===== src/rtl/karatsuba_seq_mult_16.sv =====
// Two-requester, round-robin 16x16 unsigned multiplier that time-shares one
// 8x8 Karatsuba core over four passes and returns the product on a valid/ready channel.

module karatsuba_mult_8 (
   input  logic [7:0]  a_i,
   input  logic [7:0]  b_i,
   output logic [15:0] p_o
);
   logic [3:0] al, ah, bl, bh;
   logic [4:0] as, bs;
   logic [7:0] z0, z2;
   logic [9:0] zm, z1;

   // One-level Karatsuba on 4-bit halves: three 4/5-bit multiplies instead of four.
   always_comb begin
      al = a_i[3:0];
      ah = a_i[7:4];
      bl = b_i[3:0];
      bh = b_i[7:4];
      as = 5'(al) + 5'(ah);
      bs = 5'(bl) + 5'(bh);
      z0 = 8'(al) * 8'(bl);
      z2 = 8'(ah) * 8'(bh);
      zm = 10'(as) * 10'(bs);
      z1 = zm - 10'(z0) - 10'(z2);
      p_o = (16'(z2) << 8) + (16'(z1) << 4) + 16'(z0);
   end
endmodule

module karatsuba_seq_mult_16 (
   input  logic        clk,
   input  logic        rst,
   input  logic        req0_valid,
   output logic        req0_ready,
   input  logic [15:0] req0_a,
   input  logic [15:0] req0_b,
   input  logic        req1_valid,
   output logic        req1_ready,
   input  logic [15:0] req1_a,
   input  logic [15:0] req1_b,
   output logic        res_valid,
   input  logic        res_ready,
   output logic [31:0] res_prod,
   output logic        res_id,
   output logic        busy
);
   typedef enum logic [1:0] {S_IDLE = 2'd0, S_MUL = 2'd1, S_DONE = 2'd2} state_e;

   state_e      state_q, state_d;
   logic [1:0]  pass_q, pass_d;
   logic [15:0] a_q, a_d, b_q, b_d;
   logic        id_q, id_d, prio_q, prio_d;
   logic [31:0] acc_q, acc_d;
   logic        res_valid_q, res_valid_d;
   logic [31:0] res_prod_q, res_prod_d;
   logic        res_id_q, res_id_d;

   logic        grant_c, any_c, accept_c;
   logic [7:0]  core_a_c, core_b_c;
   logic [15:0] core_p_c;
   logic [31:0] pp_c, sum_c;

   // Lone valid wins outright; contention is settled by the priority pointer.
   assign any_c      = req0_valid | req1_valid;
   assign grant_c    = (req0_valid & req1_valid) ? prio_q : req1_valid;
   assign req0_ready = (state_q == S_IDLE) & any_c & ~grant_c & ~rst;
   assign req1_ready = (state_q == S_IDLE) & any_c &  grant_c & ~rst;
   assign accept_c   = req0_ready | req1_ready;

   // pass[1] selects the a half, pass[0] the b half.
   assign core_a_c = pass_q[1] ? a_q[15:8] : a_q[7:0];
   assign core_b_c = pass_q[0] ? b_q[15:8] : b_q[7:0];

   karatsuba_mult_8 u_core (
      .a_i (core_a_c),
      .b_i (core_b_c),
      .p_o (core_p_c)
   );

   always_comb begin
      case (pass_q)
         2'd0:    pp_c = 32'(core_p_c);
         2'd1,
         2'd2:    pp_c = 32'(core_p_c) << 8;
         default: pp_c = 32'(core_p_c) << 16;
      endcase
      sum_c = (pass_q == 2'd0) ? pp_c : acc_q + pp_c;
   end

   always_comb begin
      state_d     = state_q;
      pass_d      = pass_q;
      a_d         = a_q;
      b_d         = b_q;
      id_d        = id_q;
      prio_d      = prio_q;
      acc_d       = acc_q;
      res_valid_d = res_valid_q;
      res_prod_d  = res_prod_q;
      res_id_d    = res_id_q;
      case (state_q)
         S_IDLE: begin
            if (accept_c) begin
               a_d     = grant_c ? req1_a : req0_a;
               b_d     = grant_c ? req1_b : req0_b;
               id_d    = grant_c;
               prio_d  = ~grant_c;
               acc_d   = 32'd0;
               pass_d  = 2'd0;
               state_d = S_MUL;
            end
         end
         S_MUL: begin
            acc_d  = sum_c;
            pass_d = pass_q + 2'd1;
            if (pass_q == 2'd3) begin
               res_prod_d  = sum_c;
               res_id_d    = id_q;
               res_valid_d = 1'b1;
               state_d     = S_DONE;
            end
         end
         S_DONE: begin
            if (res_valid_q & res_ready) begin
               res_valid_d = 1'b0;
               state_d     = S_IDLE;
            end
         end
         default: state_d = S_IDLE;
      endcase
   end

   always_ff @(posedge clk) begin
      if (rst) begin
         state_q     <= S_IDLE;
         pass_q      <= 2'd0;
         a_q         <= 16'd0;
         b_q         <= 16'd0;
         id_q        <= 1'b0;
         prio_q      <= 1'b0;
         acc_q       <= 32'd0;
         res_valid_q <= 1'b0;
         res_prod_q  <= 32'd0;
         res_id_q    <= 1'b0;
      end else begin
         state_q     <= state_d;
         pass_q      <= pass_d;
         a_q         <= a_d;
         b_q         <= b_d;
         id_q        <= id_d;
         prio_q      <= prio_d;
         acc_q       <= acc_d;
         res_valid_q <= res_valid_d;
         res_prod_q  <= res_prod_d;
         res_id_q    <= res_id_d;
      end
   end

   assign res_valid = res_valid_q;
   assign res_prod  = res_prod_q;
   assign res_id    = res_id_q;
   assign busy      = (state_q != S_IDLE);
endmodule


===== config.mk =====
export PLATFORM = sky130hd
export DESIGN_NAME = karatsuba_seq_mult_16
export DESIGN_NICKNAME = d
export VERILOG_FILES = /design/src/rtl/karatsuba_seq_mult_16.sv
export SDC_FILE = /design/constraint.sdc
export NUM_CORES = 1
export LEC_CHECK = 0
export CELL_PAD_IN_SITES_DETAIL_PLACEMENT = 0
export CELL_PAD_IN_SITES_GLOBAL_PLACEMENT = 1
export CORE_MARGIN = 2
export CORE_UTILIZATION = 39
export CTS_CLUSTER_DIAMETER = 50
export CTS_CLUSTER_SIZE = 14
export DETAILED_ROUTE_END_ITERATION = 8
export GPL_TIMING_DRIVEN = 0
export HOLD_SLACK_MARGIN = 0.1
export PLACE_DENSITY = 0.84
export SYNTH_ARGS = -nofsm -noshare
export SYNTH_HDL_FRONTEND = slang
export SYNTH_SLANG_ARGS = --single-unit

===== constraint.sdc =====
create_clock -name clk -period 9.1 [get_ports clk]
set_input_delay 1.82 -clock clk [delete_from_list [all_inputs] [get_ports clk]]
set_output_delay 1.82 -clock clk [all_outputs]
set_load 0.05 [all_outputs]

# Yosys cells after proc, flatten, opt, wreduce, memory -nomap -nowiden
# Index checks and enable logic that the tools add are counted.
# Widths: inputs -> output; s select.
# totals
wordCells	69
output_inout_bits	37
ff_bits	104
in_bits	69
# classes
reduce_logical	11
n_bitwise	11
mul	3
add_sub_neg	8
eq_ne	8
mux	18
# op_table
op	count
$pmux 32 s2	2
$mux 32	2
$add 32x32->32	1
$mux 16	2
$sub 10x8->10	2
$add 16x14->16	1
$add 16x8->16	1
$mul 4x4->8	2
$mux 8	2
$add 4x4->5	2
$mul 5x5->10	1
$mux 2	4
$and 1x1->1	7
$eq 2x2->1 const B	3
$ne 2x2->1 const B	3
$pmux 2 s3	1
$reduce_and 2->1	3
$reduce_and 3->1	2
$reduce_bool 2->1	3
$eq 2x1->1 const B	2
$logic_not 2->1	2
$pmux 2 s2	1
$mux 1	3
$add 2x1->2 const B	1
4 further kinds	6

# Depth between registers and ports, before layout
# Gate-level depths: netlist (run 1).
# logic_depth
word_depth	11
mapped_depth	43
mapped_depth_nobuf	42

# By module
# From an unflattened synthesis (run 1), not the netlist that was laid out.
# unflattened
hier_cells	1101
hier_area_um2	9041.2
# by_module_without_submodules
mod	n_inst	seq_area_each_um2	cells_each	area_per_inst_um2
karatsuba_seq_mult_16	1	2082.0	788	6312.3
karatsuba_mult_8	1	0.0	313	2728.9

# Worst setup path after synthesis (run 1)
# Ideal clock, no wire load.
# synth_timing
path_kind	flip-flop to flip-flop
startpoint	register pass_q[0]
endpoint	register acc_q[26]
t_arrival_ns	9.727
required_time_ns	8.956
synth_period_minus_slack_ns	9.870
setup_time_ns	0.144
stages_incl_launch_ff	42
n_path_buf	2
slack_ns	-0.770
path_cell_list	dfxtp_1 -> buf_1 -> mux2i_1 -> inv_1 -> nand2_1 -> fa_1 -> inv_1 -> fa_1 -> inv_1 -> fa_1 -> xnor2_1 -> fa_1 -> fa_1 -> inv_1 -> fa_1 -> inv_1 -> fa_1 -> inv_1 -> [... 6 more ...] -> a21oi_1 -> xnor2_1 -> ha_1 -> nor2_1 -> a2111oi_2 -> or3_1 -> a21oi_1 -> ha_1 -> buf_2 -> nand2_1 -> or3b_4 -> clkinv_2 -> a211oi_4 -> or4_4 -> and2_4 -> o2111a_1 -> a21oi_2 -> a311oi_2
# synth_between
elab_chain_len	11
# synth_lines
element	line	source
start, declared	50	logic [1:0] pass_q, pass_d;
start signal, assigned	147	pass_q <= pass_d;
$mux 8	72	assign core_b_c = pass_q[0] ? b_q[15:8] : b_q[7:0];
$add 4x4->5	21	bs = 5'(bl) + 5'(bh);
$mul 5x5->10	24	zm = 10'(as) * 10'(bs);
$sub 10x8->10 (2 in a row)	25	z1 = zm - 10'(z0) - 10'(z2);
$add 16x14->16	26	p_o = (16'(z2) << 8) + (16'(z1) << 4) + 16'(z0);
$add 16x8->16	26	
$pmux 32 s2	81	case (pass_q)
$add 32x32->32	87	sum_c = (pass_q == 2'd0) ? pp_c : acc_q + pp_c;
$mux 32 (*)	87	
$pmux 32 s2 (*)	101	case (state_q)
end signal, assigned	141	acc_q <= 32'd0;
end signal, assigned	152	acc_q <= acc_d;
end, declared	53	logic [31:0] acc_q, acc_d;
# Every way passes the cells marked *; elsewhere a longest branch is shown, timed or not.
# A chain may end at the register's enable or synchronous reset.

# Worst setup path after layout (run 1)
# layout_timing
startpoint	register pass_q[1]
endpoint	register acc_q[31]
# layout_between
elab_chain_len	11
# layout_lines
element	line	source
$mux 8	71	assign core_a_c = pass_q[1] ? a_q[15:8] : a_q[7:0];
$add 4x4->5	20	as = 5'(al) + 5'(ah);
$mul 5x5->10	24	
$sub 10x8->10 (2 in a row)	25	
$add 16x14->16	26	
$add 16x8->16	26	
$pmux 32 s2	81	
$add 32x32->32	87	
$mux 32 (*)	87	
$pmux 32 s2 (*)	101	
# Marked as above.

==> flow_summary.json, run 1 <==
{
  "diodes": 0,
  "synthTopCellsByArea": "dfxtp_1 22%, ha_1 13%, fa_1 6.9%, a21oi_1 6.2%, mux2i_1 4.5%",
  "total_power_mw": 5.82,
  "antenna_found_initial": 0,
  "initial_utilization_pct": 39.5,
  "hpwl_mm": 25.6,
  "crit_fanout": 5,
  "clock_path_buffers": 2,
  "drtIter0Drc": 755,
  "vias_per_cell": 5.67,
  "clk_latency_ns": 0.37,
  "synth_cell_types": 82,
  "cap_violations": 0,
  "num_vias": 9768,
  "hold_buffers": 0,
  "setup_viol": 22,
  "instances_no_fill": 1724,
  "drc": 0,
  "grt_first_pass_wirelength_mm": 52.2,
  "synth-async-reset-ratio_pct": 0,
  "crit_type": "reg2reg",
  "r2r_slack_ns": -0.37,
  "rows": 57,
  "synth_area_leader_cell": "dfxtp_1",
  "finClkSkew_ns": 0.0158,
  "synth-seq-cells": 104,
  "synth-main-ff-cell": "dfxtp_1",
  "period_needed_ns": 9.47,
  "hold_class": "reg2reg",
  "cts_sinks": 104,
  "clkTransAtPathRegs_ns": 0.09,
  "grtUsageTotal_pct": 25.9,
  "first_global_vias": 9492,
  "antenna_left": 0,
  "globalplace.congestion": 0.973,
  "die_area_sq_um": 25700,
  "dp.cells": 1622,
  "fmax_mhz": 106,
  "syn2layout_area_growth_pct": 39.3,
  "fin_ws_ns": -0.371,
  "cpMostUsedCell": "fa_1",
  "rsz0062_at_grt": "true",
  "hold_viol": 0,
  "post_synth.cell_area_avg_sq_um": 7.97,
  "seq_area_frac_synth_pct": 21.9,
  "hold_ws_ns": 0.456,
  "status": "complete, but fails checks",
  "synth_fp_nets": 1393,
  "relSlewSlack_pct": 16.9,
  "cpLargestDelayFamily": "adder cells",
  "path_buf_inv": 9,
  "die_x_um": 160,
  "leakagePower_nw": 5.60,
  "worst_slew_pin_slew_ns": 1.24,
  "finalNetCount": 1594,
  "post-synth-top-area-fraction_pct": 21.9,
  "port_buffers": 104,
  "drive_gt1_share_pct": 23.3,
  "cp.required_ns": 9.38,
  "core_area_sq_um": 24100,
  "synth-edff-count": 0,
  "gr-total-overflow": 0,
  "clock-root-buffer": "clkbuf_16",
  "yosysWarnings": 0,
  "final-max-slew-violation-count": 0,
  "cp-end-kind": "flop",
  "powerDensity_nw_per_um2": 439,
  "syn-cell-area_sq_um": 9510,
  "worstSetupStartpointType": "flop",
  "fp.dieH_um": 160,
  "tritoncts": "built",
  "violations": "negative setup slack",
  "post-route-period-util_pct": 104,
  "wl_per_cell_um": 19.8,
  "worstPathArrival_ns": 9.75,
  "dr.pass1.iters": 5,
  "synth_cells": 1194,
  "cp_slowest_stage_delay_ns": 0.50,
  "htree_levels": 3,
  "vdd_drop_max_uv": 304,
  "io_pins": 106,
  "wl_mm": 34.1,
  "cts_buffers": 9,
  "slowest_stage": "fa_1",
  "grt_max_degree": 22
}
==> synth_stat cells, drive strengths merged, types with 24 or more instances <==
cell / number
a21o: 33
a21oi: 121
clkbuf: 50
dfxtp: 104
fa: 33
ha: 97
inv: 94
mux2i: 45
nand2: 88
nand3: 66
nor2: 105
nor3: 24
o21ai: 64
xnor2: 33
==> registers in the layout, summed over array words and instances, names as in the netlist <==
name / flops
acc_q: 32
res_prod: 32
a_q: 16
b_q: 16
pass_q: 2
state_q: 2
id_q: 1
prio_q: 1
res_id: 1
res_valid: 1
==> layer usage <==
| metal | track usage (%) | vias to the layer above | part of all wire (%) |
|---|---|---|---|
| li1 | - | 4630 | - |
| met1 | 35.9 | 4722 | 45 |
| met2 | 42.0 | 357 | 45 |
| met3 | 3.66 | 59 | 6.9 |
| met4 | 7.78 | 0 | 2.7 |
| met5 | 0 | - | 0 |
==> path summary, 6_finish.rpt <==
kind,to,cells after the start,from
worst min register to register,res_prod[18],2,res_prod[18]
worst max-delay path,acc_q[31],39,pass_q[1]
worst min-delay path,res_prod[18],2,res_prod[18]
worst max register to register,acc_q[31],39,pass_q[1]
==> timing repair <==
item | 4_1_cts | 5_1_grt
setup endpoints to repair | 40 | 40
setup buffers | 56 | 32
gates resized for setup | 144 | 92
pin swaps | 83 | 76
gates cloned | 1 | 0
==> power by group <==
| group | switching [mW] | total, mW | internal [mW] | leakage (nW) |
|---|---|---|---|---|
| Combinational | 2.63 | 4.89 | 2.26 | 4.60 |
| Clock | 0.218 | 0.417 | 0.198 | 0.150 |
| Sequential | 0.0286 | 0.517 | 0.488 | 0.848 |
| Total | 2.88 | 5.82 | 2.95 | 5.60 |
==> cell usage in the layout (no fill, tap or decap), types with 9 or more instances in the layout <==
cell	instances
clkbuf_16	9
fa_1	31
a22oi_1	13
a21oi_2	21
a31oi_1	15
mux2i_4	16
and2_1	16
dfxtp_1	102
nand4_1	10
ha_4	17
nand2_1	80
nor2b_1	13
clkbuf_1	49
inv_1	71
xor2_1	10
xnor2_1	22
inv_2	21
a21o_1	32
nand3_1	60
clkdlybuf4s50_1	104
nand2b_1	9
mux2i_1	27
buf_6	10
o21ai_0	48
a21oi_4	10
a21oi_1	90
ha_1	77
nor2_1	93
buf_4	77
nor3_1	16
==> layout make-up <==
class / count / area (sq um)
Buffer: 62 / 280
Clock buffer: 9 / 225
Clock inverter: 7 / 81.3
Fill cell: 2277 / 10900
Inverter: 96 / 370
Multi-Input combinational cell: 930 / 8030
Sequential cell: 104 / 2090
Tap cell: 324 / 405
Timing Repair Buffer: 192 / 1770
==> metrics by stage <==
stage / setup TNS (ns) / worst slack (ns) / util [%] / instance area, sq um
global placement: -29.74 / -1.20 / 46.1 / 11100
floorplan: 0 / 0.00399 / - / 9670
finish: -3.74 / -0.371 / 55.0 / 13300
CTS: -4.67 / -0.398 / 52.4 / 12600
global route: -12.38 / -0.644 / 55.0 / 13300
detailed placement: -33.60 / -1.32 / 46.1 / 11100
==> worst register-to-register path: cells and delay by family, from the launching register on <==
| family | cells | cell delay, ns |
|---|---|---|
| xor+xnor | 2 | 0.39 |
| fa+ha+maj | 10 | 3.99 |
| mux | 2 | 0.60 |
| compound gates | 11 | 2.25 |
| flops | 1 | 0.37 |
| buf+inv | 9 | 0.86 |
| simple gates | 5 | 0.93 |
==> logic make-up after synthesis <==
group	after synthesis	synth area share, %
xor+xnor	48	4.42
simple gates	368	18.7
flops	104	21.9
buf+inv	160	6.48
fa+ha+maj	130	19.7
mux	47	5.23
compound gates	337	23.6
No activity file was read; power rests on OpenSTA's default activity.
==> run 2, diff against run 1 <==
- CORE_UTILIZATION: 39 -> 47
- PLACE_DENSITY: 0.84 -> 0.94
- clock period: 9.1 -> 10.9 ns (I/O delays scaled with it)
==> run 2 against run 1 <==
The flow now finishes without violations. Hold slack better by 0.0025 ns. Register-to-register slack better by 0.77 ns. Design area is 14% lower. Clock-buffer cell count stayed put. Final cell count is 8.0% lower. Flip-flop and latch count stayed put. Clock power is 16% lower. Non-clock buffer count is 84 lower. Core utilization is 1.6 points higher. Global-route usage is 2.9 points higher. First-iteration DRC count is 33% higher. Setup slack better by 0.77 ns. Largest cell class unchanged.
==> flow_summary.json, run 2 (synthesis gave the netlist of run 1 again) <==
{
  "grtUsageTotal_pct": 28.8,
  "drtIter0Drc": 1002,
  "num_vias": 9385,
  "regArea_sq_um": 2080,
  "tritoncts": "built",
  "antenna_left": 0,
  "swShare_pct": 54.0,
  "status": "complete, no violations",
  "cp_slowest_stage_delay_ns": 0.55,
  "worstPathArrival_ns": 10.72,
  "dp.cells": 1568,
  "tns_ns": 0,
  "hold_viol": 0,
  "drc": 0,
  "rr_startpoint": "pass_q[1]",
  "die_x_um": 146,
  "holdPathStages": 2,
  "cts_buffers": 9,
  "leakagePower_nw": 5.00,
  "fmax_mhz": 95.2,
  "initial_utilization_pct": 47.5,
  "combPwrFrac_pct": 77.2,
  "path_buf_inv": 8,
  "vias_per_cell": 5.92,
  "syn2layout_area_growth_pct": 19.2,
  "cts_sinks": 104,
  "period_needed_ns": 10.50,
  "slowest_stage": "fa_1",
  "crit_start": "pass_q[1]",
  "hold_class": "reg2reg",
  "worst-path-stages": 39,
  "reg2reg_depth": 39,
  "hpwl_mm": 24.5,
  "diodes": 0,
  "cpLargestDelayFamily": "adder cells",
  "cap_violations": 0,
  "finClkSkew_ns": 0.0234,
  "die_area_sq_um": 21400,
  "final-max-slew-violation-count": 0,
  "grt_first_pass_wirelength_mm": 48.9,
  "cp.required_ns": 11.12,
  "p_sw_mw": 1.85,
  "multiInputGateArea_sq_um": 6930,
  "first_global_vias": 9194,
  "crit_fanout": 10,
  "cpMostUsedCell": "fa_1",
  "grt_max_degree": 23,
  "instances_no_fill": 1586,
  "htree_levels": 3,
  "crit_type": "reg2reg",
  "seqPwrFrac_pct": 12.5,
  "setup_viol": 0,
  "dr.pass1.iters": 9,
  "clkPwrFrac_pct": 10.3,
  "vdd_drop_max_uv": 197,
  "globalplace.congestion": 0.995,
  "layout_common_cells": "116 x a21oi_1, 105 x nor2_1, 104 x clkdlybuf4s50_1",
  "worst_slew_pin_slew_ns": 1.00,
  "core_area_sq_um": 20000,
  "cp-end-kind": "flop",
  "fp.dieH_um": 146,
  "wl_mm": 31.1,
  "clkTransAtPathRegs_ns": 0.09,
  "worstSetupStartpointType": "flop",
  "gr-total-overflow": 0,
  "clock-root-buffer": "clkbuf_16",
  "powerDensity_nw_per_um2": 301,
  "final_common_cell": "a21oi_1",
  "rows": 52,
  "fillers": 1951,
  "clock_path_buffers": 2,
  "clk_latency_ns": 0.38,
  "total_power_mw": 3.42,
  "drive_gt1_share_pct": 6.61,
  "p_int_mw": 1.57,
  "port_buffers": 104,
  "finalNetCount": 1510,
  "io_pins": 106,
  "relSlewSlack_pct": 32.9,
  "hold_path.startpoint": "res_prod[17]",
  "post-route-period-util_pct": 96.3,
  "antenna_found_initial": 0,
  "wl_per_cell_um": 19.6
}
-- run 2: through the flow --
stage | hold slack, ns | setup WS, ns | util [%] | instance area, sq um
floorplan | 0.432 | 1.03 | - | 9510
global placement | 0.446 | -0.353 | 54.4 | 10900
detailed placement | 0.448 | -0.458 | 54.4 | 10900
CTS | 0.461 | 0.0550 | 56.1 | 11200
global route | 0.473 | -0.0472 | 56.6 | 11300
finish | 0.459 | 0.401 | 56.6 | 11300
-- run 2: path summary, 6_finish.rpt --
kind | end | slack [ns]
worst max-delay path | res_prod[23] | 0.40
worst min-delay path | res_prod[17] | 0.46
worst max register to register | res_prod[23] | 0.40
worst min register to register | res_prod[17] | 0.46
-- run 2: worst min-delay path, stage by stage (launching register included) --
cell and delay, ns:
dfxtp_1 0.32, nand2_1 0.05, a21oi_1 0.05
-- run 2: repair_timing --
action / 4_1_cts / 5_1_grt
resized for setup: 6 / 19
pin swaps: 0 / 6
setup endpoints to repair: 13 / 29
buffers inserted: 0 / 2
hold buffers: 0 / 0
-- run 2: layout make-up --
cell class / count / share of cell area, %
multi-input combinational: 930 / 61.1
sequential: 104 / 18.4
timing repair buffer: 106 / 9.31
inverter: 96 / 3.19
tap: 270 / 2.98
buffer: 64 / 2.32
clock buffer: 9 / 1.99
clock inverter: 7 / 0.761
-- run 2: metal layers --
metal	wire, um	track usage [%]	up-vias
li1	-	-	4464
met1	13300	38.3	4398
met2	14000	47.4	441
met3	2650	5.28	82
met4	1130	9.90	0
met5	0	0	-
-- run 2: power by group through the flow --
stage / logic (mW) / clock network [mW] / registers, mW
finish: 2.64 / 0.352 / 0.426
global route: 2.88 / 0.363 / 0.430
CTS: 2.55 / 0.349 / 0.425
detailed placement: 2.51 / 0 / 0.433
global placement: 2.48 / 0 / 0.433
floorplan: 1.94 / 0 / 0.429
